<file path="config.mk">
export PLATFORM = sky130hd
export DESIGN_NAME = mux_nto1_pipe
export DESIGN_NICKNAME = d
export VERILOG_FILES = /design/src/rtl/mux_pkg.sv /design/src/rtl/mux_nto1_sel.sv /design/src/rtl/mux_nto1_pipe.sv
export SDC_FILE = /design/constraint.sdc
export NUM_CORES = 1
export LEC_CHECK = 0
export CAP_MARGIN = 40
export CORE_MARGIN = 4
export CORE_UTILIZATION = 37
export CTS_CLUSTER_DIAMETER = 100
export DETAILED_ROUTE_END_ITERATION = 10
export PLACE_DENSITY = 0.77
export RECOVER_POWER = 25
export SYNTH_ARGS = -nofsm -noshare
export SYNTH_HDL_FRONTEND = slang
export SYNTH_SLANG_ARGS = --single-unit
</file>
<file path="constraint.sdc">
create_clock -name clk -period 1.8 [get_ports clk]
set_input_delay 0.18 -clock clk [delete_from_list [all_inputs] [get_ports clk]]
set_output_delay 0.18 -clock clk [all_outputs]
set_load 0.02 [all_outputs]
</file>
<file path="src/rtl/mux_pkg.sv">
// Shared defaults and the lane-index width helper for the N-to-1 pipelined mux.
package mux_pkg;

    localparam int MUX_DEF_WIDTH  = 32;
    localparam int MUX_DEF_INPUTS = 6;

    // Selector width for n lanes, never narrower than one bit.
    function automatic int lane_idx_w(input int n);
        return (n <= 2) ? 1 : $clog2(n);
    endfunction

endpackage

</file>
<file path="src/rtl/mux_nto1_sel.sv">
// Combinational lane selector; any out-of-range index falls back to the last lane.
module mux_nto1_sel
    import mux_pkg::*;
#(
    parameter int N_INPUTS = MUX_DEF_INPUTS,
    parameter int WIDTH    = MUX_DEF_WIDTH,
    localparam int SEL_W   = lane_idx_w(N_INPUTS)
) (
    input  logic [SEL_W-1:0]          i_sel,
    input  logic [N_INPUTS*WIDTH-1:0] i_data,
    output logic [WIDTH-1:0]          o_data,
    output logic                      o_out_of_range
);

    always_comb begin
        o_data = i_data[(N_INPUTS-1)*WIDTH +: WIDTH];
        for (int i = 0; i < N_INPUTS-1; i++) begin
            if (int'(i_sel) == i) begin
                o_data = i_data[i*WIDTH +: WIDTH];
            end
        end
    end

    assign o_out_of_range = (int'(i_sel) >= N_INPUTS);

endmodule

</file>
<file path="src/rtl/mux_nto1_pipe.sv">
// N-to-1 mux feeding a 2-entry skid FIFO with valid/ready handshakes on both sides
// and a sticky out-of-range selector flag.
module mux_nto1_pipe
    import mux_pkg::*;
#(
    parameter int N_INPUTS = MUX_DEF_INPUTS,
    parameter int WIDTH    = MUX_DEF_WIDTH,
    localparam int SEL_W   = lane_idx_w(N_INPUTS)
) (
    input  logic                      clk,
    input  logic                      reset,
    input  logic                      in_valid,
    output logic                      in_ready,
    input  logic [SEL_W-1:0]          selector,
    input  logic [N_INPUTS*WIDTH-1:0] data_in,
    output logic [WIDTH-1:0]          data_out,
    output logic                      out_valid,
    input  logic                      out_ready,
    output logic                      sel_err,
    input  logic                      clr_err
);

    logic [WIDTH-1:0] w_sel_data;
    logic             w_oor;
    logic             w_accept;
    logic             w_pop;

    logic [WIDTH-1:0] r_head;
    logic [WIDTH-1:0] r_tail;
    logic [1:0]       r_count;
    logic             r_sel_err;

    mux_nto1_sel #(
        .N_INPUTS (N_INPUTS),
        .WIDTH    (WIDTH)
    ) u_sel (
        .i_sel          (selector),
        .i_data         (data_in),
        .o_data         (w_sel_data),
        .o_out_of_range (w_oor)
    );

    // Handshake flags come from registered occupancy only, so no input-to-output path.
    assign in_ready  = (r_count != 2'd2);
    assign out_valid = (r_count != 2'd0);
    assign data_out  = r_head;
    assign sel_err   = r_sel_err;

    assign w_accept = in_valid && in_ready;
    assign w_pop    = out_valid && out_ready;

    always_ff @(posedge clk or negedge reset) begin
        if (!reset) begin
            r_head  <= '0;
            r_tail  <= '0;
            r_count <= 2'd0;
        end else begin
            unique case (r_count)
                2'd0: begin
                    if (w_accept) begin
                        r_head  <= w_sel_data;
                        r_count <= 2'd1;
                    end
                end
                2'd1: begin
                    if (w_accept && w_pop) begin
                        r_head <= w_sel_data;
                    end else if (w_accept) begin
                        r_tail  <= w_sel_data;
                        r_count <= 2'd2;
                    end else if (w_pop) begin
                        r_count <= 2'd0;
                    end
                end
                2'd2: begin
                    // Full: only a pop is possible, promoting the second entry.
                    if (w_pop) begin
                        r_head  <= r_tail;
                        r_count <= 2'd1;
                    end
                end
                default: r_count <= 2'd0;
            endcase
        end
    end

    // Setting on an out-of-range accept takes priority over a same-cycle clear.
    always_ff @(posedge clk or negedge reset) begin
        if (!reset) begin
            r_sel_err <= 1'b0;
        end else if (w_accept && w_oor) begin
            r_sel_err <= 1'b1;
        end else if (clr_err) begin
            r_sel_err <= 1'b0;
        end
    end

endmodule

</file>
==> metrics.cfg, run 1 <==
[logic_synthesis]
synth_cells=773
synth_area_leader_cell=dfrtp_1
synth_area_leaders=dfrtp_1 29%, o32ai_2 8.2%, o21ai_1 8.0%
synthXorXnorAreaFrac=0
synth_ff_type=dfrtp_1
muxShareOfSynthArea=0
synthArstFlopShare=1.00
synth_top_family_by_area=compound AO/OA/AOI/OAI gates
synth_edf_count=0
synth-seq-cells=67
synth.avg_cell_area_um2=7.48
synthAdderAreaFrac=0
yosysUniqueCellTypes=32
synth_compound_area_frac=0.392
syn-num-nets=973
netlist.area_leader.share=0.290
syn_area_mm2=0.00578
synthSimpleGateAreaFrac=0.188
ys_warn_count=0
synth-seq-area-share=0.290

[grt]
grt_pass1_wl_mm=33.1
overflow=0
grt_pass1_vias=6403
grt_usage=0.232
grt_max_degree=65
antenna_found_initial=0

[detailed_routing]
vias=6684
routed_wl_mm=21.7
firstDrtPassIters=5
vias_per_cell=5.58
drt_iter0_drc=456
ant_nets=0
wl_per_cell_um=18.1
drc=0

[run]
drv_cap=0

[power_and_ir_drop]
total_power_mw=7.32
leakage_nw=3.76
power_density_mw_per_mm2=838
vdd_ir_drop_max_mv=0.447

[sta]
slew_violations=0
skew_ns=0.00380
hold_ws_ns=0.439
layout_min_cycle_time_ns=1.73
tightestPinTransition_ns=0.842
period_share=0.961
hold_violations=0
fmax_mhz=578
rsz0062_at_grt=no
setup_viol=0
worst_slack_ns=0.0693
slew_headroom=0.439

[placed_design]
dpl.hpwl_mm=15.6
port-buffer-count=234
routabilityCongestion=0.856
placed_area_mm2=0.00842
dpl_worst_slack_ns=-0.00425

[critical_path]
worstPathCellList=buf_4, nor3b_4, buf_6, nor2_1, a31oi_1
cp_max_fo=32
crit_family=buffers and inverters
slowest_stage=dfrtp_1
crit_buf_inv=2
cp_slowest_stage_delay_ns=0.45
start_kind=register
path_class=reg2reg
cp.required_ns=2.05
end_kind=register
arrival_ns=1.98

[floorplanning]
fp.coreArea_mm2=0.0153
ios=235
die_x_um=133
start_util=0.379
die_h_um=133
rows=45
die_area_mm2=0.0177

[finish]
postLayoutCoreUtil=0.573
final_cell_area_mm2=0.00874
flow.area_growth_from_synthesis_pct=51.1
fillers=1413
register_area_mm2=0.00168
drive_above_1_share=0.0942
n_antenna_cell=0
layout_common_cells=228 x clkdlybuf4s50_1, 98 x inv_1, 93 x o21ai_1, 67 x dfrtp_1
multi_input_area_mm2=0.00338
nets=1183
layout_commonest_cell=clkdlybuf4s50_1

[status]
status=completed

[cts]
cts_buffers=9
cts_tree=built
clkTransAtPathRegs_ns=0.05
cts_root_buffer=clkbuf_16
cts.htree.levels=3
cts_num_sinks=67
cts.path.max_buffers=2
clk_latency_ns=0.33

[min_path]
hp-class=in2reg

==> sequential cells by signal, indices dropped and copies added, names as in the netlist <==
| register | count |
|---|---|
| data_out | 32 |
| r_count | 2 |
| r_tail | 32 |
| sel_err | 1 |
==> per-layer routing <==
layer  share of wire  vias up  global-route usage
li1                -     3225                   -
met1            0.41     3166               0.276
met2            0.49      246               0.401
met3           0.072       47              0.0574
met4           0.028        0              0.0906
met5               0        -                   0
==> power by group <==
group          switching [mW]  leakage, nW  total [mW]  internal (mW)
Combinational            1.63         2.83        3.19           1.56
Clock                   0.651        0.146        1.79           1.14
Sequential              0.291        0.785        2.34           2.05
Total                    2.57         3.76        7.32           4.75
==> what timing repair did <==
action,4_1_cts,5_1_grt
endpoints found under the hold margin,29,0
endpoints found under the setup margin,2,2
gates cloned,0,1
hold buffers,1,0
resized for setup,2,2
pin swaps,0,0
buffers inserted,0,0
==> metrics by stage <==
| step | TNS, ns | cells |
|---|---|---|
| floorplan | 0 | 773 |
| global placement | 0 | 1181 |
| detailed placement | -0.00425 | 1181 |
| CTS | 0 | 1197 |
| global route | 0 | 1198 |
| finish | 0 | 1198 |
==> path summary, 6_finish.rpt <==
check                                          from                       end  slack (ns)  cells after the start
max in group asynchronous                     reset  data_out[15]$_DFFE_PN0P_        0.62                      3
max                          r_count[0]$_DFFE_PN0P_     r_tail[1]$_DFFE_PN0P_        0.07                      5
max reg2reg                  r_count[0]$_DFFE_PN0P_     r_tail[1]$_DFFE_PN0P_        0.07                      5
min in group asynchronous                     reset    r_tail[28]$_DFFE_PN0P_        0.48                      2
min reg2reg                data_out[24]$_DFFE_PN0P_  data_out[24]$_DFFE_PN0P_        0.51                      2
min                                         clr_err       sel_err$_DFFE_PN0P_        0.44                      2
==> cell usage after synthesis, types with 2 or more instances <==
cell type,n
o32ai_2,29
o21a_1,32
o21ai_1,93
nand3_1,65
o21ai_0,4
nor3_1,32
buf_1,7
buf_2,27
nand2_1,65
buf_6,7
or3b_1,2
buf_4,4
nor3b_1,2
o311ai_1,17
o32ai_1,2
a31oi_1,32
nor2_1,64
nand3b_1,3
a21o_1,33
nand2b_1,2
clkbuf_1,30
dfrtp_1,67
o311ai_0,47
a21oi_1,2
inv_1,98
==> cell families (layout without fill, tap and decap cells) <==
group / Yosys count / count (layout)
flops: 67 / 67
compound gates: 293 / 293
simple gates: 240 / 240
buf+inv: 173 / 387
==> layout make-up <==
class	count	area share
flip-flops and latches	67	0.192
inverters	98	0.0421
clock inverters	2	0.00401
multi-input cells	533	0.386
well taps	211	0.0302
repair buffers	274	0.316
clock buffers	13	0.0298
Note: power is estimated with default switching activity, not from simulation.
==> run 2, diff against run 1 <==
==> constraint.sdc (replaced) <==
create_clock -name clk -period 1.7 [get_ports clk]
set_input_delay 0.17 -clock clk [delete_from_list [all_inputs] [get_ports clk]]
set_output_delay 0.17 -clock clk [all_outputs]
set_load 0.02 [all_outputs]
==> metrics.cfg, run 2 (synthesized netlist as in run 1, its figures left out) <==
[finish]
drive_above_1_share=0.104  ; +0.0102
n_antenna_cell=0  ; unchanged
final_cell_area_mm2=0.00884  ; +1.2%
instances_no_fill=1207  ; +0.75%
layout_commonest_cell=clkdlybuf4s50_1
nets=1191  ; +0.68%
flow.area_growth_from_synthesis_pct=52.9
fillers=1414  ; +0.071%
layout_common_cells=228 x clkdlybuf4s50_1, 98 x inv_1, 93 x o21ai_1, 66 x dfrtp_1

[detailed_routing]
ant_nets=0  ; unchanged
wl_met1_mm=8.88  ; -0.79%
top_layer=met4
routed_wl_mm=21.7  ; -0.23%
vias=6704  ; +0.30%
drc=0  ; unchanged
drt_iter0_drc=458  ; +0.44%
wl_met2_mm=10.8  ; +1.9%
vias_per_cell=5.55  ; -0.45%
wl_met3_mm=1.55  ; -1.5%
wl_per_cell_um=17.9  ; -0.97%
firstDrtPassIters=5  ; unchanged

[critical_path]
crit_buf_inv=3  ; +1
cp_common_cell=buf_4
r2r_start=r_count[0]$_DFFE_PN0P_
worstRegToRegCells=6  ; +1
slowest_stage=dfrtp_2
cp.required_ns=1.94  ; -0.11 ns
cp-startpoint=r_count[0]$_DFFE_PN0P_
path_class=reg2reg
crit_family=buffers and inverters
cp_slowest_stage_delay_ns=0.43  ; -0.02 ns
cp-endpoint=r_tail[20]$_DFFE_PN0P_
worstPathCellList=buf_4, nor3b_4, buf_4, clkbuf_16, nor2_1, a31oi_1
end_kind=register
start_kind=register
rrSetupSlack_ns=0.12  ; +0.05 ns
cp.depth=6  ; +1
reg2reg_to=r_tail[20]$_DFFE_PN0P_
arrival_ns=1.82  ; -0.16 ns
cp_max_fo=32  ; unchanged

[sta]
tightestPinTransition_ns=0.798  ; -0.0440 ns
period_share=0.932  ; -0.0293
slew_violations=0  ; unchanged
skew_ns=0.00533  ; +0.00153 ns
hold_ws_ns=0.418  ; -0.0205 ns
setup_viol=0  ; unchanged
layout_min_cycle_time_ns=1.58  ; -0.146 ns
slew_headroom=0.468  ; +0.0293
worst_slack_ns=0.115  ; +0.0459 ns
fmax_mhz=631  ; +9.2%
rsz0062_at_grt=no
hold_violations=0  ; unchanged

[power_and_ir_drop]
vdd_ir_drop_max_mv=0.447  ; about the same
total_power_mw=7.70  ; +5.1%
leakage_nw=3.81  ; +1.4%
power_density_mw_per_mm2=870  ; +3.8%

[cts]
cts_buffers=9  ; unchanged
cts_root_buffer=clkbuf_16
clk_latency_ns=0.32  ; about the same
cts.htree.levels=3  ; unchanged
cts_num_sinks=67  ; unchanged
cts_tree=built
cts.path.max_buffers=2  ; unchanged
clkTransAtPathRegs_ns=0.06  ; about the same

[grt]
grt_max_degree=65  ; unchanged
grt_usage=0.233  ; +0.000966
grt_pass1_wl_mm=33.4  ; +0.98%
grt_pass1_vias=6476  ; +1.1%
antenna_found_initial=0  ; unchanged
overflow=0  ; unchanged

[floorplanning]
die_h_um=133  ; unchanged
start_util=0.379  ; unchanged
die_area_mm2=0.0177  ; unchanged
die_x_um=133  ; unchanged
fp.coreArea_mm2=0.0153  ; unchanged
ios=235  ; unchanged
rows=45  ; unchanged

[run]
drv_cap=0  ; unchanged

[placed_design]
dp.cells=1187  ; +0.51%
routabilityCongestion=0.826  ; -3.5%
dpl.hpwl_mm=15.8  ; +1.3%
port-buffer-count=234  ; unchanged
dpl_worst_slack_ns=-0.0838  ; -0.0795 ns
placed_area_mm2=0.00851  ; +1.1%

[status]
status=completed

[min_path]
hp-class=in2reg
hold_path.startpoint=selector[2]

[run 2: cell types whose count changed in the layout (fill, tap and decap cells not counted), sizes merged]
cell,delta
clkinv,+1
bufinv,-1
clkbuf,-1
buf,+8
clkinvlp,+2
[run 2: report_power, final]
part / total, mW / leakage [nW] / switching, mW / internal [mW]
clock: 1.77 / 0.135 / 0.706 / 1.06
sequential: 2.50 / 0.784 / 0.327 / 2.17
combinational: 3.43 / 2.90 / 1.73 / 1.70
total: 7.70 / 3.81 / 2.76 / 4.93
[run 2: worst register-to-register path, stage by stage (launching register included)]
cell,delay (ns)
dfrtp_2,0.43
buf_4,0.25
nor3b_4,0.23
buf_4,0.15
clkbuf_16,0.21
nor2_1,0.07
a31oi_1,0.16
[run 2: how the worst min path moves through the flow]
stage                               end  slack (ns)  depth (start not counted)
2_1_floorplan   data_out[0]$_DFFE_PN0P_       -0.13                          0
3_3_place_gp   data_out[26]$_DFFE_PN0P_        0.12                          1
3_5_place_dp   data_out[26]$_DFFE_PN0P_        0.13                          1
4_1_cts        data_out[26]$_DFFE_PN0P_        0.32                          2
5_1_grt             sel_err$_DFFE_PN0P_        0.44                          2
6_report            sel_err$_DFFE_PN0P_        0.42                          4
[run 2: repair_timing]
action                                  CTS  global route
endpoints found under the setup margin    2            36
hold buffers                              1             0
gates cloned                              0             1
hold endpoints to repair                 28             0
buffers inserted                          0             2
resized for setup                         2             5
[run 2: layer usage]
layer  vias up  global-route usage
met5         -                   0
met4         0              0.0756
met3        36              0.0548
met2       226               0.404
met1      3211               0.284
li1       3231                   -
[run 2: layout make-up]
cell class                 count  area [um2]  area share
sequential                    67        1680       0.190
tap                          211         264      0.0298
timing repair buffer         282        2880       0.325
inverter                      98         368      0.0416
multi-input combinational    533        3380       0.382
clock inverter                 4        25.0     0.00283
clock buffer                  12         256      0.0290
[run 2: per-stage QoR]
step | util | TNS (ns)
after floorplan | - | 0
after CTS | 0.577 | 0
after global placement | 0.558 | -0.0674
after detailed placement | 0.558 | -0.434
after global routing | 0.580 | 0
final | 0.580 | 0
